===== src/rtl/pvr_vram_arb.sv =====
// VRAM command arbiter for three requesters with in-order read return.
// Define VRAM_ARB_RR_EN for round-robin arbitration; default is fixed 0>1>2.
module pvr_vram_arb #(
  parameter int READ_LAT = 1,
  parameter int NREQ     = 3
) (
  input  logic                 clock,
  input  logic                 reset_n,
  input  logic [NREQ-1:0]      req_rd,
  input  logic [NREQ-1:0]      req_wr,
  input  logic [24*NREQ-1:0]   req_addr,
  input  logic [32*NREQ-1:0]   req_wdata,
  output logic [NREQ-1:0]      req_ack,
  output logic [NREQ-1:0]      req_rvalid,
  output logic [31:0]          req_rdata,
  output logic                 vram_rd,
  output logic                 vram_wr,
  output logic [23:0]          vram_addr,
  output logic [31:0]          vram_dout,
  input  logic [31:0]          vram_din,
  input  logic                 vram_wait
);

  typedef enum logic [1:0] {
    IDLE,
    CMD,
    ACK
  } state_t;

  state_t              state_q, state_d;
  logic [1:0]          win_q, win_d;
  logic [23:0]         addr_q, addr_d;
  logic [31:0]         wdata_q, wdata_d;
  logic                wr_q, wr_d;
  logic                load;

  logic [23:0]         addr_a  [NREQ];
  logic [31:0]         wdata_a [NREQ];

  logic [NREQ-1:0]     excl;
  logic [NREQ-1:0]     pend;
  logic [1:0]          base;
  logic [2:0]          cand;
  logic [1:0]          sel;
  logic                found;

  logic                accept;
  logic                accept_rd;

  logic [READ_LAT-1:0] pv_q;
  logic [1:0]          pid_q [READ_LAT];
  logic [NREQ-1:0]     rvalid_q;
  logic [31:0]         rdata_q;

  for (genvar g = 0; g < NREQ; g++) begin : g_split
    assign addr_a[g]  = req_addr[24*g +: 24];
    assign wdata_a[g] = req_wdata[32*g +: 32];
  end

`ifdef VRAM_ARB_RR_EN
  logic [1:0] ptr_q;

  always_ff @(posedge clock or negedge reset_n) begin
    if (!reset_n) begin
      ptr_q <= 2'd2;
    end else if (accept) begin
      ptr_q <= win_q;
    end
  end

  assign base = (ptr_q == 2'd2) ? 2'd0 : ptr_q + 2'd1;
`else
  assign base = 2'd0;
`endif

  // The requester just acked still holds its request this cycle.
  always_comb begin
    excl  = (state_q == ACK) ? (NREQ'(1) << win_q) : '0;
    pend  = (req_rd | req_wr) & ~excl;
    found = 1'b0;
    sel   = 2'd0;
    cand  = 3'd0;
    for (int k = 0; k < NREQ; k++) begin
      cand = {1'b0, base} + 3'(k);
      if (cand >= 3'(NREQ)) begin
        cand = cand - 3'(NREQ);
      end
      if (!found && pend[cand[1:0]]) begin
        found = 1'b1;
        sel   = cand[1:0];
      end
    end
  end

  assign accept    = (state_q == CMD) && !vram_wait;
  assign accept_rd = accept && !wr_q;

  always_comb begin
    state_d = state_q;
    win_d   = win_q;
    addr_d  = addr_q;
    wdata_d = wdata_q;
    wr_d    = wr_q;
    load    = 1'b0;
    unique case (state_q)
      IDLE, ACK: begin
        if (found) begin
          load    = 1'b1;
          state_d = CMD;
        end else begin
          state_d = IDLE;
        end
      end
      CMD: begin
        if (!vram_wait) begin
          state_d = ACK;
        end
      end
      default: state_d = IDLE;
    endcase
    if (load) begin
      win_d   = sel;
      addr_d  = addr_a[sel];
      wdata_d = wdata_a[sel];
      wr_d    = req_wr[sel];
    end
  end

  always_ff @(posedge clock or negedge reset_n) begin
    if (!reset_n) begin
      state_q <= IDLE;
      win_q   <= 2'd0;
      addr_q  <= 24'd0;
      wdata_q <= 32'd0;
      wr_q    <= 1'b0;
    end else begin
      state_q <= state_d;
      win_q   <= win_d;
      addr_q  <= addr_d;
      wdata_q <= wdata_d;
      wr_q    <= wr_d;
    end
  end

  // Requester IDs travel alongside the VRAM read latency.
  always_ff @(posedge clock or negedge reset_n) begin
    if (!reset_n) begin
      pv_q     <= '0;
      for (int i = 0; i < READ_LAT; i++) begin
        pid_q[i] <= 2'd0;
      end
      rvalid_q <= '0;
      rdata_q  <= 32'd0;
    end else begin
      pv_q[0]  <= accept_rd;
      pid_q[0] <= win_q;
      for (int i = 1; i < READ_LAT; i++) begin
        pv_q[i]  <= pv_q[i-1];
        pid_q[i] <= pid_q[i-1];
      end
      rvalid_q <= '0;
      if (pv_q[READ_LAT-1]) begin
        rvalid_q <= NREQ'(1) << pid_q[READ_LAT-1];
        rdata_q  <= vram_din;
      end
    end
  end

  assign vram_rd    = (state_q == CMD) && !wr_q;
  assign vram_wr    = (state_q == CMD) && wr_q;
  assign vram_addr  = addr_q;
  assign vram_dout  = wdata_q;
  assign req_ack    = (state_q == ACK) ? (NREQ'(1) << win_q) : '0;
  assign req_rvalid = rvalid_q;
  assign req_rdata  = rdata_q;

endmodule


===== config.mk =====
export PLATFORM = sky130hd
export DESIGN_NAME = pvr_vram_arb
export DESIGN_NICKNAME = d
export VERILOG_FILES = /design/src/rtl/pvr_vram_arb.sv
export SDC_FILE = /design/constraint.sdc
export NUM_CORES = 1
export LEC_CHECK = 0
export CAP_MARGIN = 20
export CELL_PAD_IN_SITES_DETAIL_PLACEMENT = 0
export CELL_PAD_IN_SITES_GLOBAL_PLACEMENT = 2
export CORE_ASPECT_RATIO = 1.5
export CORE_MARGIN = 2
export CORE_UTILIZATION = 23
export DETAILED_ROUTE_END_ITERATION = 8
export GPL_TIMING_DRIVEN = 0
export PLACE_DENSITY_LB_ADDON = 0.2
export SYNTH_ARGS = -nofsm -noshare
export SYNTH_HDL_FRONTEND = slang
export SYNTH_SLANG_ARGS = --single-unit

===== constraint.sdc =====
create_clock -name clock -period 6.52 [get_ports clock]
set_input_delay 0.978 -clock clock [delete_from_list [all_inputs] [get_ports clock]]
set_output_delay 0.978 -clock clock [all_outputs]
set_load 0.05 [all_outputs]

Yosys cells after proc, flatten, opt, wreduce, memory -nomap -nowiden
Cells that the tools add are included.
{"block": "op_classes", "n_lt_le_gt_ge": 2, "eq_ne": 3, "shifts": 2, "mux": 20, "n_bitwise": 4, "n_reduce_logical": 12}
{"cell": "binary-select mux 32 bit (select 2 bit)", "n": 1}
{"cell": "2-to-1 mux 32 bit", "n": 2}
{"cell": "binary-select mux 24 bit (select 2 bit)", "n": 1}
{"cell": "2-to-1 mux 24 bit", "n": 2}
{"cell": "2-to-1 mux 1 bit", "n": 8}
{"cell": "logical AND 1 bit", "n": 6}
{"cell": "2-to-1 mux 3 bit", "n": 2}
{"cell": "left shift 1 x 2 -> 3 bit, first input constant", "n": 2}
{"cell": "logical NOT 1 bit", "n": 4}
{"cell": "2-to-1 mux 2 bit", "n": 2}
{"cell": "one-hot mux 2 bit (2 select lines)", "n": 1}
{"cell": "bitwise AND 3 bit", "n": 1}
{"cell": ">= comparator 3 bit, second input constant", "n": 1}
{"cell": "less-than comparator 2 x 3 -> 1 bit, second input constant", "n": 1}
{"cell": "NOT 2 -> 3 bit", "n": 1}
{"cell": "NOT 3 bit", "n": 1}
{"cell": "OR 3 bit", "n": 1}
{"cell": "binary-select mux 1 bit (select 2 bit)", "n": 1}
{"cell": "equality test 2 x 1 -> 1 bit, second input constant", "n": 1}
{"cell": "equality test 2 bit, second input constant", "n": 1}
{"cell": "logical NOT 2 bit", "n": 1}
{"cell": "!= test 2 bit, second input constant", "n": 1}
{"cell": "OR reduction 2 bit", "n": 1}
{"block": "totals", "regBits": 99, "in_bits": 209, "output_inout_bits": 96, "elab_cells": 52}

Logic depth before layout (Yosys ltp)
Gate-level depths: netlist of the first run.
{"block": "depth", "word_depth": 15, "ltp_mapped": 8, "depth_no_buf": 5}

Worst setup path after synthesis of the first run
No wires, ideal clock.
{"block": "synth_timing", "path_type": "reg-to-output", "startpoint": "register win_q[0]", "endpoint": "output req_ack[2]", "arrival_ns": 1.747, "required_time_ns": 5.542, "path_slack_ns": 3.795, "path_stages_with_launch": 6, "n_path_buf": 3, "cell_sequence": "dfrtp_1 or4bb_1 clkbuf_1 clkbuf_1 clkbuf_1 inv_1"}
{"block": "synth_between", "elab_chain_len": 2}
{"item": "from (decl)", "line_no": "31", "text": "logic [1:0] win_q, win_d;"}
{"item": "from (signal assigned)", "line_no": "138", "text": "win_q <= win_d;"}
{"item": "left shift 1 x 2 -> 3 bit", "line_no": "173", "text": "assign req_ack = (state_q == ACK) ? (NREQ'(1) << win_q) : '0;"}
{"item": "2-to-1 mux 3 bit", "line_no": "173"}
{"item": "to (decl)", "line_no": "13", "text": "output logic [NREQ-1:0] req_ack,"}
Every way passes these cells.

Final worst setup path of the first run
{"block": "layout_timing", "startpoint": "register win_q[1]", "endpoint": "output req_ack[2]"}
The elaborated chain is that of the path after synthesis.

==> results of run 1 <==
-- sequential cells by signal, indices dropped and copies added, names as in the netlist --
register    flops
req_rdata      32
vram_dout      32
vram_addr      24
req_rvalid      3
pid_q           2
state_q         2
win_q           2
pv_q            1
wr_q            1
-- layout by cell type (no fill, tap or decap), drive strengths merged --
cell type and count:
or2 4, or4b 1, clkbuf 66, buf 26, nand2b 1, clkinvlp 1
nor3 1, nand2 4, nor3b 1, o22ai 1, o31ai 57, nor2 8
a222oi 1, inv 65, mux2 32, clkinv 4, a22o 1, a21oi 115
o22a 1, and3b 1, clkdlybuf4s50 303, o2111ai 57, dfrtp 99, o21ai 58
or3 57, and2 1, or4bb 2
-- worst min path at each step --
stage / from / to / depth (start not counted) / slack [ns]
final: pid_q[0]$_DFF_PN0_ / req_rvalid[2]$_DFF_PN0_ / 1 / 0.44
after floorplan: win_q[0]$_DFFE_PN0P_ / pid_q[0]$_DFF_PN0_ / 0 / 0.39
after detailed placement: pid_q[0]$_DFF_PN0_ / req_rvalid[2]$_DFF_PN0_ / 1 / 0.43
after CTS: pid_q[0]$_DFF_PN0_ / req_rvalid[2]$_DFF_PN0_ / 1 / 0.45
after global placement: pid_q[0]$_DFF_PN0_ / req_rvalid[2]$_DFF_PN0_ / 1 / 0.43
after global routing: win_q[0]$_DFFE_PN0P_ / pid_q[0]$_DFF_PN0_ / 0 / 0.46
-- cells by family (layout without fill, tap and decap cells) --
group	after synthesis	count (layout)	share of synthesized area (%)
flip-flops	99	99	43.2
AO/OA/AOI/OAI	291	291	31.9
multiplexers	32	32	6.28
buffers and inverters	144	465	10.1
AND/OR/NAND/NOR	81	81	8.60
-- where the power goes --
group / total [mW] / internal, mW / switching (mW)
clock: 0.540 / 0.266 / 0.274
combinational: 2.63 / 0.934 / 1.70
sequential: 1.07 / 0.919 / 0.154
-- routing by layer --
layer	GRT usage, %	part of all wire [%]
met2	35.9	51
met5	0	0
met1	23.7	40
met4	5.22	1.3
met3	5.16	7.3
-- critical path, stage by stage, from the launching register on --
cell and delay, ns:
dfrtp_1 0.42, or4bb_1 0.49, clkbuf_1 0.25, clkbuf_1 0.32, clkbuf_1 0.33, inv_1 0.11
clkdlybuf4s50_1 0.81
-- final cells by class --
| cell class | count | area [sq um] | area share [%] |
|---|---|---|---|
| plain buffers | 81 | 342 | 3.60 |
| clock buffers | 9 | 225 | 2.37 |
| clock inverters | 7 | 58.8 | 0.619 |
| inverters | 63 | 236 | 2.49 |
| multi-input cells | 404 | 2680 | 28.2 |
| flip-flops and latches | 99 | 2480 | 26.1 |
| well taps | 324 | 405 | 4.27 |
| repair buffers | 305 | 3070 | 32.3 |
-- cells in the mapped netlist --
cell       count  share of area, %
a21oi_1      115                10
dfrtp_1       99                43
inv_1         62               4.1
clkbuf_1      57               3.7
o2111ai_1     57               8.7
o31ai_1       57               7.5
or3_1         57               6.2
o21ai_0       54               4.7
mux2_2        32               6.3
buf_2         12               1.0
buf_1          9              0.59
nor2_1         8              0.52
nand2_1        4              0.26
o21ai_1        4              0.35
buf_6          3              0.59
or2_2          3              0.33
or4bb_1        2              0.39
a222oi_1       1              0.17
a22o_1         1              0.15
and2_1         1              0.11
and3b_1        1              0.15
clkinv_1       1             0.065
nand2b_1       1              0.11
nor3_1         1             0.087
nor3b_1        1              0.13
o22a_1         1              0.15
o22ai_1        1              0.11
or2_1          1              0.11
or4b_1         1              0.17
-- through the flow --
stage / instances / instance area, sq um / worst slack, ns / util, %
6_report: 1292 / 9500 / 2.43 / 38.9
5_1_grt: 1292 / 9500 / 2.21 / 38.9
4_1_cts: 1292 / 9500 / 2.36 / 38.9
3_5_place_dp: 1276 / 9210 / 2.75 / 37.7
3_3_place_gp: 1275 / 9180 / 0.126 / 37.6
2_1_floorplan: 647 / 5740 / 3.80 / -
==> summary.md, run 1 <==
| Metric | Value |
|---|---|
| Crit share post-route | `a little over three fifths` |
| Worst path required time | `5.54 ns` |
| CP Class | `flip-flop to output port` |
| Synth warn | `0` |
| Mapped Avg Cell Area | `8.86 sq um` |
| Largest net degree at the start of global routing | `52` |
| Total grt overflow | `0` |
| PwrDens | `447 nW/um^2` |
| Worst Setup SP | `win_q[1]$_DFFE_PN0P_` |
| Clock-pin slew on the worst setup and hold paths | `approximately 0.080 ns` |
| CTS resizes | `0` |
| Static Leak | `3.77 nW` |
| CTS tree | `done` |
| Hold Buf Count CTS | `0` |
| Rows | `70` |
| Area added between synthesis and finish | `65.6%` |
| Die Ht | `197 um` |
| HP Class | `flip-flop to flip-flop` |
| Crit Reg-Reg Startpoint | `win_q[1]$_DFFE_PN0P_` |
| IO Port Bufs | `304` |
| Die width | `between 100 and 150 um` |
| Power, Total | `4.25 mW` |
| Final Slew Violations | `0` |
| Number of antenna diodes | `0` |
| Worst vdd ir | `~0.25 mV` |
| Peak Freq | `0.245 GHz` |
| Number of global-route vias before repair | `between 6000 and 7000` |
| Total negative slack | `0 ns` |
| RSZ-0062 raised after global routing | `false` |
| DR pass1 iterations | `5` |
| Final GP Congestion | `0.785` |
| Mapped Nets | `856` |
| GRT Total Usage | `approximately a fifth` |
| DIE AREA | `between 20000 and 30000 sq um` |
| Num CTS Buffers | `9` |
| Cell depth of the worst flop-to-flop path | `7` |
| Setup violations, final | `0` |
| Antenna violations before repair | `1` |
| Crit path time final | `4.09 ns` |
| Via density | `4.83` |
| DR DRC count | `0` |
| WP data arrival | `3.11 ns` |
| Fin Clk Skew | `0.00757 ns` |
| Max cap viols | `0` |
| Via count | `about 6200` |
| CTS Sinks | `a little under 100` |
| Setup slack, reg-to-reg | `between 3 and 4 ns` |
| CP Capture Point | `req_ack[2]` |
| Setup Fix Bufs, Post-CTS | `0` |
| Final nets | `1172` |
| Crit path max fanout | `10` |
| Synth cell types | `29` |
| CTS Buffer Depth | `2` |
| Antenna-violating nets left | `0` |
| WL final | `26900 um` |
| I/O Pins | `roughly 310` |
| Cell count after synthesis | `647` |
| RR Endpoint | `vram_addr[10]$_DFFE_PN0P_` |
| Layout cell share with drive strength beyond 1 | `7.02%` |
| Startpoint class of the critical path | `flip-flop` |
| Seq/Total Area, Yosys | `between 40% and 50%` |
| First-pass GRT wire length | `between 30000 and 40000 um` |
| Netlist Area Pre-Place | `5740 sq um` |
| Slew headroom | `50.6%` |
| DR WL/cell | `20.8 um` |
| Kind of end point of the critical path | `output port` |
| Worst-margin pin slew | `0.738 ns` |
| Clock root buffer | `clkbuf_16` |
| Hold Vio Cnt, Final | `0` |
| Worst hold slack | `0.440 ns` |
| Hpwl dp | `20500 um` |
| H-tree depth | `3` |
| Starting Density | `23.5%` |
| Fill cell count | `2517` |
| Worst-skew pair later-pin latency | `0.37 ns` |
| Status | `finished clean` |
| Synth Register Bits | `99` |
| Core area | `between 20000 and 25000 sq um` |
| Initial DRC count | `~330` |
Note: power is estimated with default switching activity, not from simulation.
==> run 2, diff against run 1 <==
CORE_UTILIZATION = 20   (was 23)
clock period = 3.6 ns   (was 6.52 ns; I/O delays follow)
==> run 2 against run 1 <==
Net effect:
- cell area increased by 0.28%
- global-route usage fell by 1.4 points
- register-to-register slack worse by 3.0 ns
- flip-flop and latch count is the same
- die area increased by 15%
- non-clock buffer count unchanged
- critical path depth unchanged
- combinational power up 83%
- critical endpoint unchanged
- sequential power increased by 83%
==> summary.md, run 2 (synthesis results as in run 1) <==
| Metric | Value |
|---|---|
| Final nets | `1172` |
| GRT Total Usage | `18.7%` |
| Fin Clk Skew | `0.00736 ns` |
| CTS Sinks | `99` |
| Initial DRC count | `281` |
| Worst-skew pair later-pin latency | `around 0.38 ns` |
| HP Class | `input pin to async pin` |
| Clock-pin slew on the worst setup and hold paths | `0.08 ns` |
| DIE AREA | `30100 sq um` |
| Antenna violations before repair | `0` |
| Worst-margin pin slew | `about 0.75 ns` |
| Via density | `between 4 and 5` |
| Number of global-route vias before repair | `6694` |
| Cell depth of the worst flop-to-flop path | `7` |
| Rows | `between 70 and 80` |
| Setup violations, final | `0` |
| IO Port Bufs | `304` |
| CP Cell Sequence | `or4bb_1 -> clkbuf_1 -> clkbuf_1 -> clkbuf_2 -> inv_1 -> dlygate4sd2_1` |
| Worst vdd ir | `about 0.28 mV` |
| Area added between synthesis and finish | `66.0%` |
| Starting Density | `20.4%` |
| Most frequent CP cell | `clkbuf_1` |
| Number of antenna diodes | `0` |
| WL final | `roughly 28000 um` |
| PwrDens | `slightly above 800 nW/um^2` |
| Most frequent cells in the layout | `clkdlybuf4s50_1, a21oi_1, dfrtp_1` |
| Startpoint class of the critical path | `flip-flop` |
| DR WL/cell | `about 21 um` |
| Crit share post-route | `95.5%` |
| CTS Buffer Depth | `2` |
| Max cap viols | `0` |
| Worst path required time | `3.06 ns` |
| Die width | `between 100 and 150 um` |
| CTS tree | `done` |
| Die Ht | `211 um` |
| Total grt overflow | `0` |
| H-tree depth | `3` |
| I/O Pins | `305` |
| Status | `finished clean` |
| First-pass GRT wire length | `around 42000 um` |
| Finished Layout Cells | `1314` |
| Cell count after placement | `1298` |
| CP Class | `flip-flop to output port` |
| Hold Buf Count CTS | `0` |
| Core area | `28100 sq um` |
| Peak Freq | `0.291 GHz` |
| RSZ-0062 raised after global routing | `false` |
| Num CTS Buffers | `9` |
| Hpwl dp | `about 22000 um` |
| Setup Fix Bufs, Post-CTS | `0` |
| Most common cell after layout, fill and taps aside | `clkdlybuf4s50_1` |
| Crit path largest cell delay | `0.54 ns` |
| DR pass1 iterations | `5` |
| Final Slew Violations | `0` |
| Largest net degree at the start of global routing | `62` |
| DR DRC count | `0` |
| Slew headroom | `49.5%` |
| Crit path max fanout | `10` |
| Finished Cell Area | `approximately 9500 sq um` |
| Final GP Congestion | `0.784` |
| Worst hold slack | `0.0662 ns` |
| Layout cell share with drive strength beyond 1 | `7.13%` |
| Crit path time final | `3.44 ns` |
| Hold Vio Cnt, Final | `0` |
| Static Leak | `around 3.8 nW` |
| Kind of end point of the critical path | `output port` |
| Clock root buffer | `clkbuf_16` |
| Slowest CP cell | `dlygate4sd2_1` |
| Placement Cell Area | `9240 sq um` |
| Via count | `6306` |
| WP data arrival | `2.90 ns` |
| Antenna-violating nets left | `0` |
## run 2: metal layers
layer  routed length, um  GRT usage [%]  up-vias
li1                    -              -     3032
met3                1900           4.07       22
met5                   0              0        -
met4                 566           6.41        0
met1               10900           21.1     2981
met2               14800           34.3      271
## run 2: layout make-up
type	count	area (sq um)
multi-input cells	404	2680
fillers	2999	18500
plain buffers	81	343
inverters	63	236
clock buffers	9	225
clock inverters	7	58.8
well taps	346	433
flip-flops and latches	99	2480
repair buffers	305	3070
## run 2: where the power goes
group / internal (mW) / switching [mW] / total (mW)
sequential: 1.66 / 0.297 / 1.96
combinational: 1.69 / 3.11 / 4.80
clock: 0.481 / 0.517 / 0.998
total: 3.83 / 3.93 / 7.76
## run 2: what timing repair did
action	4_1_cts	5_1_grt
setup endpoints to repair	2	0
resized for setup	3	0
endpoints found under the hold margin	0	0
## run 2: critical path: cells and delay by family, from the launching register on
family	cells	cell delay [ns]
buffers and inverters	5	1.58
and+or+nand+nor	1	0.50
DFF	1	0.42
## run 2: through the flow
step | worst slack [ns] | TNS, ns | power (mW) | utilization, %
2_1_floorplan | 1.31 | 0 | 4.94 | -
3_3_place_gp | -2.44 | -240.36 | 6.83 | 32.8
3_5_place_dp | 0.101 | 0 | 6.85 | 32.9
4_1_cts | 0.102 | 0 | 7.88 | 33.9
5_1_grt | 0.0324 | 0 | 8.17 | 33.9
6_report | 0.163 | 0 | 7.76 | 33.9
## run 2: final timing paths
check                                     startpoint                         to  slack, ns
worst max-delay path            win_q[1]$_DFFE_PN0P_                 req_ack[2]       0.16
worst min-delay path                         reset_n  req_rdata[25]$_DFFE_PN0P_       0.07
worst max register to register  win_q[1]$_DFFE_PN0P_  vram_addr[16]$_DFFE_PN0P_       0.73
worst min register to register  win_q[0]$_DFFE_PN0P_         pid_q[0]$_DFF_PN0_       0.44
max in group asynchronous                    reset_n  vram_dout[24]$_DFFE_PN0P_       2.85
min in group clock              win_q[0]$_DFFE_PN0P_         pid_q[0]$_DFF_PN0_       0.44
==> run 3, diff against run 2 <==
MAX_ROUTING_LAYER = met4   (was not set)
PLACE_DENSITY_LB_ADDON = 0.1   (was 0.2)
==> run 3 against run 2 <==
Net effect:
- worst setup slack worse by 0.027 ns
- sequential power hardly changed
- power is 0.36% higher
- final cell count is 0.23% higher
- worst hold slack worse by 0.044 ns
- wire length is 2.0% higher
- largest power group unchanged
==> summary.md, run 3 (synthesis results as in run 1) <==
| Metric | Value |
|---|---|
| Finished Cell Area | `9550 sq um` |
| Final nets | `1172` |
| Clock-pin slew on the worst setup and hold paths | `0.08 ns` |
| Area added between synthesis and finish | `66.5%` |
| DR pass1 iterations | `5` |
| Antenna violations before repair | `1` |
| Crit path max fanout | `10` |
| Antenna-violating nets left | `0` |
| Fin Clk Skew | `0.00979 ns` |
| Crit Reg-Reg Startpoint | `win_q[1]$_DFFE_PN0P_` |
| Initial DRC count | `between 200 and 250` |
| Slew headroom | `between 40% and 50%` |
| Setup violations, final | `0` |
| CP Class | `flip-flop to output port` |
| Kind of end point of the critical path | `output port` |
| CTS tree | `done` |
| Starting Density | `20.4%` |
| CTS resizes | `3` |
| First-pass GRT wire length | `42500 um` |
| Most common cell after layout, fill and taps aside | `clkdlybuf4s50_1` |
| PwrDens | `816 nW/um^2` |
| Rows | `75` |
| Final GP Congestion | `0.775` |
| IO Port Bufs | `304` |
| Startpoint class of the critical path | `flip-flop` |
| DIE AREA | `between 30000 and 40000 sq um` |
| HP Class | `input pin to async pin` |
| RSZ-0062 raised after global routing | `false` |
| WL final | `approximately 29000 um` |
| Static Leak | `3.80 nW` |
| Cell depth of the worst flop-to-flop path | `7` |
| Die width | `between 100 and 150 um` |
| Cell count after placement | `1298` |
| Worst path required time | `3.06 ns` |
| Placement Cell Area | `just over 9000 sq um` |
| RR Endpoint | `vram_addr[20]$_DFFE_PN0P_` |
| Final Slew Violations | `0` |
| Num CTS Buffers | `9` |
| I/O Pins | `305` |
| Hold Buf Count CTS | `0` |
| PnR worst setup slack | `0.135 ns` |
| Die Ht | `between 200 and 250 um` |
| DR DRC count | `0` |
| Worst vdd ir | `0.394 mV` |
| Peak Freq | `0.289 GHz` |
| Status | `finished clean` |
| Via density | `4.75` |
| GRT Total Usage | `approximately a fifth` |
| Total grt overflow | `0` |
| Largest net degree at the start of global routing | `75` |
| Clock root buffer | `clkbuf_16` |
| CTS Buffer Depth | `2` |
| CTS Sinks | `99` |
| Setup Fix Bufs, Post-CTS | `0` |
| Core area | `between 20000 and 30000 sq um` |
| Fill cell count | `between 2000 and 3000` |
| Crit path time final | `3.46 ns` |
| H-tree depth | `3` |
| Setup slack, reg-to-reg | `0.69 ns` |
| Layout cell share with drive strength beyond 1 | `7.13%` |
| Place WS | `roughly 0.18 ns` |
| Max cap viols | `0` |
| WP data arrival | `2.92 ns` |
| Hold Vio Cnt, Final | `0` |
| Number of global-route vias before repair | `roughly 6700` |
| Finished Layout Cells | `around 1300` |
| Via count | `6262` |
| Most frequent cells in the layout | `clkdlybuf4s50_1, a21oi_1, dfrtp_1` |
| DR WL/cell | `between 20 and 25 um` |
| Worst-skew pair later-pin latency | `0.38 ns` |
| Worst-margin pin slew | `0.827 ns` |
| Power, Total | `7.79 mW` |
| Crit share post-route | `96.2%` |
| Hpwl dp | `21700 um` |
run 3: cell types whose count changed in the layout (fill, tap and decap cells not counted):
cell | before | now
inv_8 | 1 | 3
clkinvlp_4 | 1 | 0
clkinv_8 | 0 | 1
clkinv_4 | 2 | 1
clkinv_2 | 1 | 0
diode_2 | 0 | 3
run 3: worst max path at each step:
stage / end / slack, ns / depth (start not counted) / start
after floorplan: req_ack[2] / 1.31 / 5 / win_q[0]$_DFFE_PN0P_
after global placement: vram_dout[20]$_DFFE_PN0P_ / -2.54 / 1 / reset_n
after detailed placement: req_ack[2] / 0.18 / 6 / win_q[1]$_DFFE_PN0P_
after CTS: req_ack[2] / 0.14 / 6 / win_q[1]$_DFFE_PN0P_
after global routing: req_ack[2] / 0.02 / 6 / win_q[1]$_DFFE_PN0P_
final: req_ack[2] / 0.14 / 6 / win_q[1]$_DFFE_PN0P_
run 3: through the flow:
step | utilization [%] | setup TNS, ns | hold WS [ns]
floorplan | - | 0 | 0.244
global placement | 32.8 | -249.74 | 0.437
detailed placement | 32.9 | 0 | 0.433
CTS | 34.0 | 0 | 0.00957
global route | 34.0 | 0 | 0.0309
finish | 34.0 | 0 | 0.0218
run 3: power by group:
part | internal, mW | switching (mW) | leakage, nW
clock | 0.498 | 0.543 | 0.149
combinational | 1.69 | 3.12 | 2.45
sequential | 1.66 | 0.274 | 1.20
total | 3.85 | 3.94 | 3.80
run 3: critical path, stage by stage (launching register included):
cell	delay, ns
dfrtp_1	0.46
or4bb_1	0.50
clkbuf_1	0.28
clkbuf_2	0.32
clkbuf_1	0.34
inv_1	0.12
dlygate4sd2_1	0.53
run 3: area by class of cell:
class | instances | area (sq um) | area share [%]
clock inverter | 7 | 76.3 | 0.799
inverter | 63 | 236 | 2.48
timing repair buffer | 305 | 3070 | 32.1
tap | 346 | 433 | 4.53
clock buffer | 9 | 225 | 2.36
buffer | 81 | 343 | 3.59
sequential | 99 | 2480 | 25.9
antenna | 3 | 7.51 | 0.0786
multi-input combinational | 404 | 2680 | 28.1
run 3: metal layers:
| metal | vias to the layer above | global-route usage [%] | wire length (um) |
|---|---|---|---|
| met5 | - | - | 0 |
| met4 | 0 | 7.66 | 641 |
| met3 | 30 | 3.85 | 1760 |
| met2 | 245 | 34.4 | 14900 |
| met1 | 2953 | 22.1 | 11500 |
| li1 | 3034 | - | - |
